--- src/rtl/bash_io_arbiter.sv ---
// Two-client round-robin arbiter sharing one VideoMemory bash line handshake bundle.
// Routing is purely combinational; ownership is released on completion, withdrawal or watchdog expiry.
module bash_io_arbiter #(
  parameter int TIMEOUT = 50000
) (
  input  logic        clk,
  input  logic        rst_n,
  input  logic [1:0]  req,
  output logic [1:0]  gnt,
  output logic        busy,
  output logic        timeout_err,
  input  logic [1:0]  c_in_solved,
  input  logic [1:0]  c_in_require_line,
  input  logic [1:0]  c_in_newASCII_ready,
  input  logic [15:0] c_lineIn,
  input  logic [1:0]  c_lineOut_nextASCII,
  output logic [1:0]  c_out_solved,
  output logic [1:0]  c_out_require_line,
  output logic [1:0]  c_lineIn_nextASCII,
  output logic [1:0]  c_out_newASCII_ready,
  output logic [5:0]  c_out_lineLen,
  output logic [7:0]  c_lineOut,
  output logic        in_solved,
  input  logic        out_solved,
  output logic        in_require_line,
  input  logic        out_require_line,
  input  logic        lineIn_nextASCII,
  output logic        in_newASCII_ready,
  output logic [7:0]  lineIn,
  output logic        lineOut_nextASCII,
  input  logic        out_newASCII_ready,
  input  logic [5:0]  out_lineLen,
  input  logic [7:0]  lineOut
);

  localparam logic [15:0] WD_MAX = 16'(TIMEOUT - 1);

  typedef enum logic [1:0] {IDLE, OWN, DRAIN} state_t;

  state_t      r_state, w_nextState;
  logic        r_owner, w_nextOwner;
  logic        r_last, w_nextLast;
  logic [15:0] r_wd, w_nextWd;
  logic [1:0]  r_gnt, w_nextGnt;
  logic        r_timeoutErr, w_nextTimeoutErr;

  logic w_route;
  logic w_own;
  logic w_done;
  logic w_withdraw;
  logic w_activity;
  logic [1:0] w_ownerMask;

  assign w_route     = (r_state != IDLE);
  assign w_own       = (r_state == OWN);
  assign w_ownerMask = r_owner ? 2'b10 : 2'b01;

  assign w_done     = out_solved && c_in_solved[r_owner];
  assign w_withdraw = !req[r_owner] && !out_newASCII_ready && !c_in_newASCII_ready[r_owner];
  assign w_activity = lineIn_nextASCII || out_solved || out_require_line ||
                      out_newASCII_ready || c_lineOut_nextASCII[r_owner];

  assign gnt         = r_gnt;
  assign busy        = (r_gnt != 2'b00);
  assign timeout_err = r_timeoutErr;

  always_ff @(posedge clk or negedge rst_n) begin
    if (!rst_n) begin
      r_state      <= IDLE;
      r_owner      <= 1'b0;
      r_last       <= 1'b1;
      r_wd         <= 16'd0;
      r_gnt        <= 2'b00;
      r_timeoutErr <= 1'b0;
    end else begin
      r_state      <= w_nextState;
      r_owner      <= w_nextOwner;
      r_last       <= w_nextLast;
      r_wd         <= w_nextWd;
      r_gnt        <= w_nextGnt;
      r_timeoutErr <= w_nextTimeoutErr;
    end
  end

  // Exit checks are ordered: completion beats watchdog, watchdog beats withdrawal.
  always_comb begin
    w_nextState      = r_state;
    w_nextOwner      = r_owner;
    w_nextLast       = r_last;
    w_nextGnt        = r_gnt;
    w_nextWd         = 16'd0;
    w_nextTimeoutErr = 1'b0;
    case (r_state)
      IDLE: begin
        if (req != 2'b00) begin
          w_nextOwner = (req == 2'b11) ? ~r_last : req[1];
          w_nextGnt   = w_nextOwner ? 2'b10 : 2'b01;
          w_nextState = OWN;
        end
      end
      OWN: begin
        if (w_done) begin
          w_nextState = DRAIN;
        end else if (r_wd == WD_MAX) begin
          w_nextState      = DRAIN;
          w_nextTimeoutErr = 1'b1;
        end else if (w_withdraw) begin
          w_nextState = DRAIN;
        end else if (w_activity) begin
          w_nextWd = 16'd0;
        end else begin
          w_nextWd = r_wd + 16'd1;
        end
      end
      DRAIN: begin
        w_nextState = IDLE;
        w_nextGnt   = 2'b00;
        w_nextLast  = r_owner;
      end
      default: begin
        w_nextState = IDLE;
        w_nextGnt   = 2'b00;
      end
    endcase
  end

  // DRAIN keeps the owner connected but stops driving new requests into VideoMemory.
  always_comb begin
    in_solved            = w_own & c_in_solved[r_owner];
    in_require_line      = w_own & c_in_require_line[r_owner];
    in_newASCII_ready    = w_own & c_in_newASCII_ready[r_owner];
    lineOut_nextASCII    = w_route & c_lineOut_nextASCII[r_owner];
    lineIn               = 8'h00;
    c_out_solved         = 2'b00;
    c_out_require_line   = 2'b00;
    c_lineIn_nextASCII   = 2'b00;
    c_out_newASCII_ready = 2'b00;
    c_out_lineLen        = out_lineLen;
    c_lineOut            = lineOut;
    if (w_route) begin
      lineIn               = r_owner ? c_lineIn[15:8] : c_lineIn[7:0];
      c_out_solved         = w_ownerMask & {2{out_solved}};
      c_out_require_line   = w_ownerMask & {2{out_require_line}};
      c_lineIn_nextASCII   = w_ownerMask & {2{lineIn_nextASCII}};
      c_out_newASCII_ready = w_ownerMask & {2{out_newASCII_ready}};
    end
  end

endmodule

--- config.mk ---
export PLATFORM = sky130hd
export DESIGN_NAME = bash_io_arbiter
export DESIGN_NICKNAME = d
export VERILOG_FILES = /design/src/rtl/bash_io_arbiter.sv
export SDC_FILE = /design/constraint.sdc
export NUM_CORES = 1
export LEC_CHECK = 0
export CAP_MARGIN = 10
export CORE_ASPECT_RATIO = 2
export CORE_UTILIZATION = 35
export CTS_CLUSTER_SIZE = 24
export DETAILED_ROUTE_END_ITERATION = 16
export HOLD_SLACK_MARGIN = 0.03
export PLACE_DENSITY = 0.86
export REMOVE_ABC_BUFFERS = 1
export SYNTH_ARGS = -nofsm -noshare
export SYNTH_HDL_FRONTEND = slang
export SYNTH_SLANG_ARGS = --single-unit
--- constraint.sdc ---
create_clock -name clk -period 1.4 [get_ports clk]
set_input_delay 0.28 -clock clk [delete_from_list [all_inputs] [get_ports clk]]
set_output_delay 0.28 -clock clk [all_outputs]
set_load 0.01 [all_outputs]
==> results by group, run 1 <==
Final layout
  • Nets: 298
  • Fill count: 316
  • Fin area: 0.002419 mm²
  • Ant. Diodes: 0
  • Synthesis-to-finish area growth: 61.22%
  • Area of the multi-input gates: 879.6 µm²
  • Register area: 578.1 µm²
  • Layout cells sized above 1: 0.3800
  • Post-route insts no fill: 302
  • End-of-flow core utilization: 0.5917

Clock tree
  • Worst-path clk slew: 0.08 ns
  • Total CTS buffers: 3
  • # H-tree levels: 1
  • Hold buffer count at CTS: 0
  • Worst skew pair latency: 0.27 ns
  • CTS tree: built
  • Clock Root Buffer: clkbuf_8
  • Sinks on Clock Net: 23
  • Max Buffers Root-to-Sink: 2

Global route
  • Total track usage: 0.2230
  • Largest net degree at the start of global routing: 24
  • GR Overflow Total: 0
  • First-pass GRT wire length: 7238 µm
  • Vias in the first global route: 1697
  • Initial antenna violation count: 0

Power and ir drop
  • Maximum vdd drop: 1569 µV
  • Leak: 1.063 nW
  • Pwr/cell area: 1410 mW/mm²

Floorplanning
  • Initial core utilization: 0.3670
  • Core footprint: 0.004088 mm²
  • IO Pins: 84
  • Die height: 94.59 µm
  • Placement row count: 33
  • Die Wd: 48.30 µm
  • Die ar.: 0.004568 mm²

Place
  • Post-DP Area: 0.002231 mm²
  • Placer Congestion: 0.9068
  • IO Port Bufs: 55
  • Hpwl dp: 3244 µm
  • Placed insts: 287

Yosys
  • Cell area after synthesis: 0.001500 mm²
  • Yosys warns: 0
  • Number of synthesized flops with an enable pin: 0
  • Post-Synth XOR/XNOR Area: 0.08173
  • Sequential area share after synthesis: 0.3845
  • Post-Synth Simple-Gate Area: 0.2802
  • Synth Instances: 165
  • Synth async-reset ratio: 1.000
  • FF+latch count, synth: 23
  • Cell taking the most area after synthesis: dfrtp_1
  • Main combinational cell family by area after synthesis: simple AND/OR/NAND/NOR gates
  • Synth cell types: 36
  • Most used DFF post-synth: dfrtp_1
  • Share of Yosys cell area claimed by the top area cell type: 0.3670
  • Avg Inst Size Synth: 9.092 µm²
  • Post-Synth Adder-Cell Area: 0.008340
  • Mux contribution to synthesized area: 0.08340
  • Compound-Gate Fraction of Synth Area: 0.05338
  • Area contributors post-synth: dfrtp_1, nor2_1, mux2i_1, buf_4, xnor2_1

Critical path
  • Crit path max fanout: 8
  • WS Path Type: register to output port
  • Crit. End Element: output port
  • CP Launch Type: register
  • Data arrival, critical path: 1.40 ns
  • CP required: 1.12 ns

STA
  • Final hold vios: 0
  • Fin. max-slew vios: 0
  • Worst rel slew slack: 0.7493
  • Tcrit/Tclk final: 1.199
  • Clock Skews: 0.004534 ns
  • Worst setup margin: -0.2786 ns
  • Final setup violation count: 38
  • Fin crit period: 1.679 ns
  • Achievable frequency: 0.5957 GHz
  • Worst Max-Slew Pin Slew: 0.3727 ns
  • RSZ-0062 raised after global routing: true

Run
  • Max-cap violation count: 0

Detailed routing
  • DR iter-0 viols: 33
  • Vias per cell: 5.305
  • Drt pass-1 iters: 5
  • # DRC: 0
  • Final WL: 5164 µm
  • Post-route ant nets: 0
  • Routed WL per cell: 17.10 µm
  • Vias: 1602

Worst hold path
  • Worst hold-check path type: input port to async pin

Run status
  • Outcome: finished with violations
  • Failing checks: setup timing
final cells by class:
type / count / share of cell area
Multi-Input combinational cell: 118 / 0.3637
Timing Repair Buffer: 99 / 0.3425
Inverter: 6 / 0.009312
Tap cell: 52 / 0.02690
Sequential cell: 23 / 0.2390
Clock buffer: 4 / 0.01862
metal layers:
layer	part of all wire	vias up	GRT usage
met3	0.073	20	0.07648
met2	0.58	100	0.4022
met4	0.042	0	0.1181
li1	-	720	-
met1	0.30	762	0.1947
met5	0	-	0
synthesized netlist by cell type, drive strengths merged (3+ instances only):
library cell / number
mux2i: 11
nor2: 34
nand2b: 3
and3: 5
nand2: 4
nand3: 6
nand4: 5
nor3b: 4
inv: 6
dfrtp: 22
xnor2: 12
nor3: 5
nor4: 5
buf: 17
a21oi: 5
final timing paths:
check | cells past startpoint | from | slack, ns | to
min in group clk | 2 | r_wd[0] | 0.56 | r_wd[0]
worst max-delay path | 5 | r_owner | -0.28 | lineOut_nextASCII
worst min register to register | 2 | r_wd[0] | 0.56 | r_wd[0]
max in group asynchronous | 2 | rst_n | 0.76 | r_last
worst min-delay path | 2 | rst_n | 0.36 | r_wd[3]
worst max register to register | 6 | r_owner | -0.23 | r_wd[10]
cell families after synthesis:
logic type	after synthesis
buf+inv	25
compound gates	11
simple gates	79
flops	23
mux	12
fa+ha+maj	1
xor+xnor	14
cell usage in the layout (no fill, tap or decap), drive strengths merged, types with 2 or more instances in the layout:
cell type,synthesis,routed
buf,17,65
nor2,34,34
clkdlybuf4s50,0,31
dfrtp,22,22
xnor2,12,12
mux2i,11,11
nand3,6,6
inv,6,6
nand4,5,6
nor4,5,5
nor3,5,5
and3,5,5
a21oi,5,5
nor3b,4,4
nand2,4,4
clkbuf,2,4
dlygate4sd2,0,3
nand2b,3,3
xor2,2,2
nor2b,2,2
nor4bb,2,2
or2,2,2
sequential cells by signal, indices dropped and copies added, names as in the netlist:
register / flops
r_wd: 16
gnt: 2
r_state: 2
r_last: 1
r_owner: 1
timeout_err: 1
critical path, stage by stage (launching register included):
cell and delay [ns]:
dfrtp_2 0.41, buf_6 0.13, buf_6 0.14, mux2i_2 0.23, nor2_1 0.07, buf_2 0.14
report_power, final:
group	switching (mW)	leakage, nW	total [mW]	internal (mW)
Combinational	1.01	0.731	2.15	1.13
Clock	0.220	0.0228	0.424	0.204
Sequential	0.0796	0.309	0.841	0.761
repair_timing:
item                                    4_1_cts  5_1_grt
setup buffers                                 8        1
endpoints found under the hold margin         0        0
pin swaps                                     4        7
gates resized for setup                     101       26
gates cloned                                  1        1
endpoints found under the setup margin       42       39
metrics by stage:
step / hold slack [ns] / setup WS (ns) / power (mW) / setup TNS (ns)
detailed placement: 0.5374 / -0.4754 / 2.714 / -14.82
finish: 0.3595 / -0.2786 / 3.411 / -7.588
global placement: 0.5175 / -0.4283 / 2.680 / -13.13
global route: 0.4014 / -0.3007 / 3.597 / -9.317
floorplan: -0.01559 / -0.3357 / 1.641 / -6.412
CTS: 0.3796 / -0.2241 / 3.131 / -7.277
Note: power is estimated with default switching activity, not from simulation.
==> inputs of run 2 (changes only) <==
--- a/config.mk
+++ b/config.mk
@@ -5,9 +5,10 @@
 export SDC_FILE = /design/constraint.sdc
 export NUM_CORES = 1
 export LEC_CHECK = 0
+export ABC_AREA = 1
 export CAP_MARGIN = 10
 export CORE_ASPECT_RATIO = 2
-export CORE_UTILIZATION = 35
+export CORE_UTILIZATION = 36
 export CTS_CLUSTER_SIZE = 24
 export DETAILED_ROUTE_END_ITERATION = 16
 export HOLD_SLACK_MARGIN = 0.03
==> run 2 against run 1 <==
The flow still finishes with violations (setup timing). Power increased by 5.4%. Wire length increased by 8.3%. Die area increased by 5.8%. Via count increased by 16%. Register-to-register slack improved by 0.05 ns. Clock skew decreased by 0.0033 ns. Worst hold slack improved by 0.0023 ns. Sequential share of layout area decreased by 2.3 points. Critical path depth decreased by 1. Critical endpoint is now c_out_require_line[1]. Highest routed layer unchanged.
==> results by group, run 2 <==
Global route
  • GR Overflow Total: 0 (unchanged)
  • Vias in the first global route: 1962 (was 1697)
  • Largest net degree at the start of global routing: 24 (unchanged)
  • Total track usage: 0.2245 (was 0.2230)
  • Initial antenna violation count: 0 (unchanged)
  • First-pass GRT wire length: 8369 µm (was 7238 µm)

Yosys
  • Main combinational cell family by area after synthesis: simple AND/OR/NAND/NOR gates (unchanged)
  • Synth cell types: 30 (was 36)
  • Synth async-reset ratio: 1.000 (unchanged)
  • Cell taking the most area after synthesis: dfrtp_1 (unchanged)
  • Yosys warns: 0 (unchanged)
  • Sequential area share after synthesis: 0.3527 (was 0.3845)
  • Compound-Gate Fraction of Synth Area: 0.08034 (was 0.05338)
  • Synth Instances: 234 (was 165)
  • Mux contribution to synthesized area: 0 (was 0.08340)
  • Most common library cells after synthesis: nand2_1, nor2_1, inv_1 (was nor2_1, dfrtp_1, buf_4)
  • Number of synthesized flops with an enable pin: 0 (unchanged)
  • Avg Inst Size Synth: 6.989 µm² (was 9.092 µm²)
  • Most used DFF post-synth: dfrtp_1 (unchanged)
  • Post-Synth Adder-Cell Area: 0.007651 (was 0.008340)
  • FF+latch count, synth: 23 (unchanged)
  • Post-Synth Simple-Gate Area: 0.3772 (was 0.2802)
  • Most common cell in the synthesized netlist: nand2_1 (was nor2_1)
  • Area contributors post-synth: dfrtp_1, nand2_1, nor2_1, inv_1, buf_4 (was dfrtp_1, nor2_1, mux2i_1, buf_4, xnor2_1)
  • Share of Yosys cell area claimed by the top area cell type: 0.3366 (was 0.3670)
  • Cell area after synthesis: 0.001635 mm² (was 0.001500 mm²)
  • Post-Synth XOR/XNOR Area: 0.02142 (was 0.08173)

STA
  • Worst Max-Slew Pin Slew: 0.4039 ns (was 0.3727 ns)
  • Worst setup margin: -0.2040 ns (was -0.2786 ns)
  • Fin. max-slew vios: 0 (unchanged)
  • Tcrit/Tclk final: 1.146 (was 1.199)
  • Achievable frequency: 0.6235 GHz (was 0.5957 GHz)
  • RSZ-0062 raised after global routing: true (unchanged)
  • Fin crit period: 1.604 ns (was 1.679 ns)
  • Worst rel slew slack: 0.7301 (was 0.7493)
  • Clock Skews: 0.001268 ns (was 0.004534 ns)
  • Final setup violation count: 38 (unchanged)
  • Final hold vios: 0 (unchanged)

Detailed routing
  • Vias: 1858 (was 1602)
  • Drt pass-1 iters: 4 (was 5)
  • DR iter-0 viols: 33 (unchanged)
  • Final WL: 5592 µm (was 5164 µm)
  • Vias per cell: 5.077 (was 5.305)
  • Post-route ant nets: 0 (unchanged)
  • Routed WL per cell: 15.28 µm (was 17.10 µm)
  • # DRC: 0 (unchanged)

Final layout
  • Register area: 578.1 µm² (unchanged)
  • Number of flip-flops in the largest register: 16 (unchanged)
  • Area of the multi-input gates: 0.001044 mm² (was 879.6 µm²)
  • Reg with most FFs: r_wd (unchanged)
  • Post-route insts no fill: 366 (was 302)
  • Layout cells sized above 1: 0.3686 (was 0.3800)
  • Synthesis-to-finish area growth: 63.81% (was 61.22%)
  • Ant. Diodes: 0 (unchanged)
  • Most frequent cells in the layout: nand2_1, inv_1, clkdlybuf4s50_1 (was buf_4, nor2_1, clkdlybuf4s50_1)
  • Commonest non-fill, non-tap cell in the layout: nand2_1 (was buf_4)
  • Fill count: 350 (was 316)
  • Nets: 360 (was 298)
  • End-of-flow core utilization: 0.6174 (was 0.5917)

Power and ir drop
  • Pwr/cell area: 1342 mW/mm² (was 1410 mW/mm²)
  • Leak: 1.217 nW (was 1.063 nW)
  • Maximum vdd drop: 1030 µV (was 1569 µV)

Clock tree
  • # H-tree levels: 1 (unchanged)
  • Sinks on Clock Net: 23 (unchanged)
  • Clock Root Buffer: clkbuf_8 (unchanged)
  • CTS tree: built (unchanged)
  • Max Buffers Root-to-Sink: 2 (unchanged)
  • Worst skew pair latency: 0.27 ns (about the same)
  • Total CTS buffers: 3 (unchanged)
  • Worst-path clk slew: 0.08 ns (about the same)

Floorplanning
  • Die Wd: 49.66 µm (was 48.30 µm)
  • IO Pins: 84 (unchanged)
  • Initial core utilization: 0.3769 (was 0.3670)
  • Core footprint: 0.004339 mm² (was 0.004088 mm²)
  • Die ar.: 0.004832 mm² (was 0.004568 mm²)
  • Die height: 97.32 µm (was 94.59 µm)
  • Placement row count: 34 (was 33)

Worst hold path
  • Worst hold-check path type: input port to async pin (unchanged)

Critical path
  • Max incr delay on CP: 0.43 ns (was 0.41 ns)
  • Crit. End Element: output port (unchanged)
  • Crit-path slowest cell: dfrtp_2 (unchanged)
  • Crit path max fanout: 4 (was 8)
  • Crit-path cells: clkinvlp_4 > buf_6 > nor3_4 > buf_2 (was buf_6 > buf_6 > mux2i_2 > nor2_1 > buf_2)
  • CP Launch Type: register (unchanged)
  • Data arrival, critical path: 1.32 ns (was 1.40 ns)
  • R2R depth: 9 (was 6)
  • CP required: 1.12 ns (about the same)
  • WS Path Type: register to output port (unchanged)

Place
  • IO Port Bufs: 55 (unchanged)
  • Hpwl dp: 3667 µm (was 3244 µm)
  • Dpl ws: -0.4855 ns (was -0.4754 ns)
  • Placer Congestion: 0.9354 (was 0.9068)
  • Placed insts: 352 (was 287)

Run status
  • Outcome: finished with violations (unchanged)
  • Failing checks: setup timing (unchanged)

Run
  • Max-cap violation count: 0 (unchanged)
## run 2: changes by cell type in the layout (fill, tap and decap cells not counted), sizes merged, moves of 10 or more
cell   previous run  this run
xnor2            12         0
mux2i            11         0
buf              65        55
a21oi             5        15
nand2             4        57
inv               6        33
nor3              5        19
## run 2: what timing repair did
action                                  CTS  global route
endpoints found under the setup margin   41            41
gates resized for setup                 109            45
setup buffers                             6             4
pin swaps                                 6             7
hold buffers                              0             0
cloned                                    1             2
## run 2: where the power goes
group	leakage (nW)	internal [mW]	switching, mW	total, mW
Clock	0.0228	0.204	0.230	0.435
Combinational	0.884	1.08	1.23	2.31
Sequential	0.310	0.762	0.0831	0.846
Total	1.22	2.05	1.55	3.59
## run 2: worst paths after layout
path	from	to	slack [ns]
max reg2reg	r_owner	r_wd[12]	-0.18
min reg2reg	r_wd[0]	r_wd[0]	0.55
max in group asynchronous	rst_n	r_last	0.75
min in group clk	r_wd[0]	r_wd[0]	0.55
max	r_owner	c_out_require_line[1]	-0.20
min	rst_n	r_wd[7]	0.36
## run 2: routing by layer
layer / GRT usage / routed length [µm]
met5: 0 / 0
met4: 0.1187 / 238
met3: 0.04538 / 251
met2: 0.4293 / 3219
met1: 0.2093 / 1884
## run 2: logic make-up after synthesis
kind of cell | Yosys count
flip-flops | 23
AO/OA/AOI/OAI | 22
buffers and inverters | 52
XOR/XNOR | 4
adder cells (fa/ha/maj) | 1
AND/OR/NAND/NOR | 132
## run 2: worst max-delay path: cells and delay by family (launching register included)
family        cells  cell delay, ns
buf+inv           3            0.47
flops             1            0.43
simple gates      1            0.15
## run 2: area by class of cell
type | instances | share of cell area
Sequential cell | 23 | 0.2158
Timing Repair inverter | 1 | 0.002802
Inverter | 33 | 0.04904
Tap cell | 54 | 0.02522
Multi-Input combinational cell | 159 | 0.3895
Clock buffer | 4 | 0.01681
Timing Repair Buffer | 92 | 0.3008
## run 2: per-stage QoR
| step | cell area, µm² | TNS (ns) | power, mW | hold slack [ns] |
|---|---|---|---|---|
| 2_1_floorplan | 1496 | -4.203 | 1.627 | -0.01559 |
| 3_3_place_gp | 2350 | -10.65 | 2.725 | 0.4895 |
| 3_5_place_dp | 2350 | -12.52 | 2.782 | 0.5228 |
| 4_1_cts | 2459 | -5.267 | 3.251 | 0.3787 |
| 5_1_grt | 2679 | -7.787 | 3.783 | 0.3997 |
| 6_report | 2679 | -5.452 | 3.594 | 0.3618 |
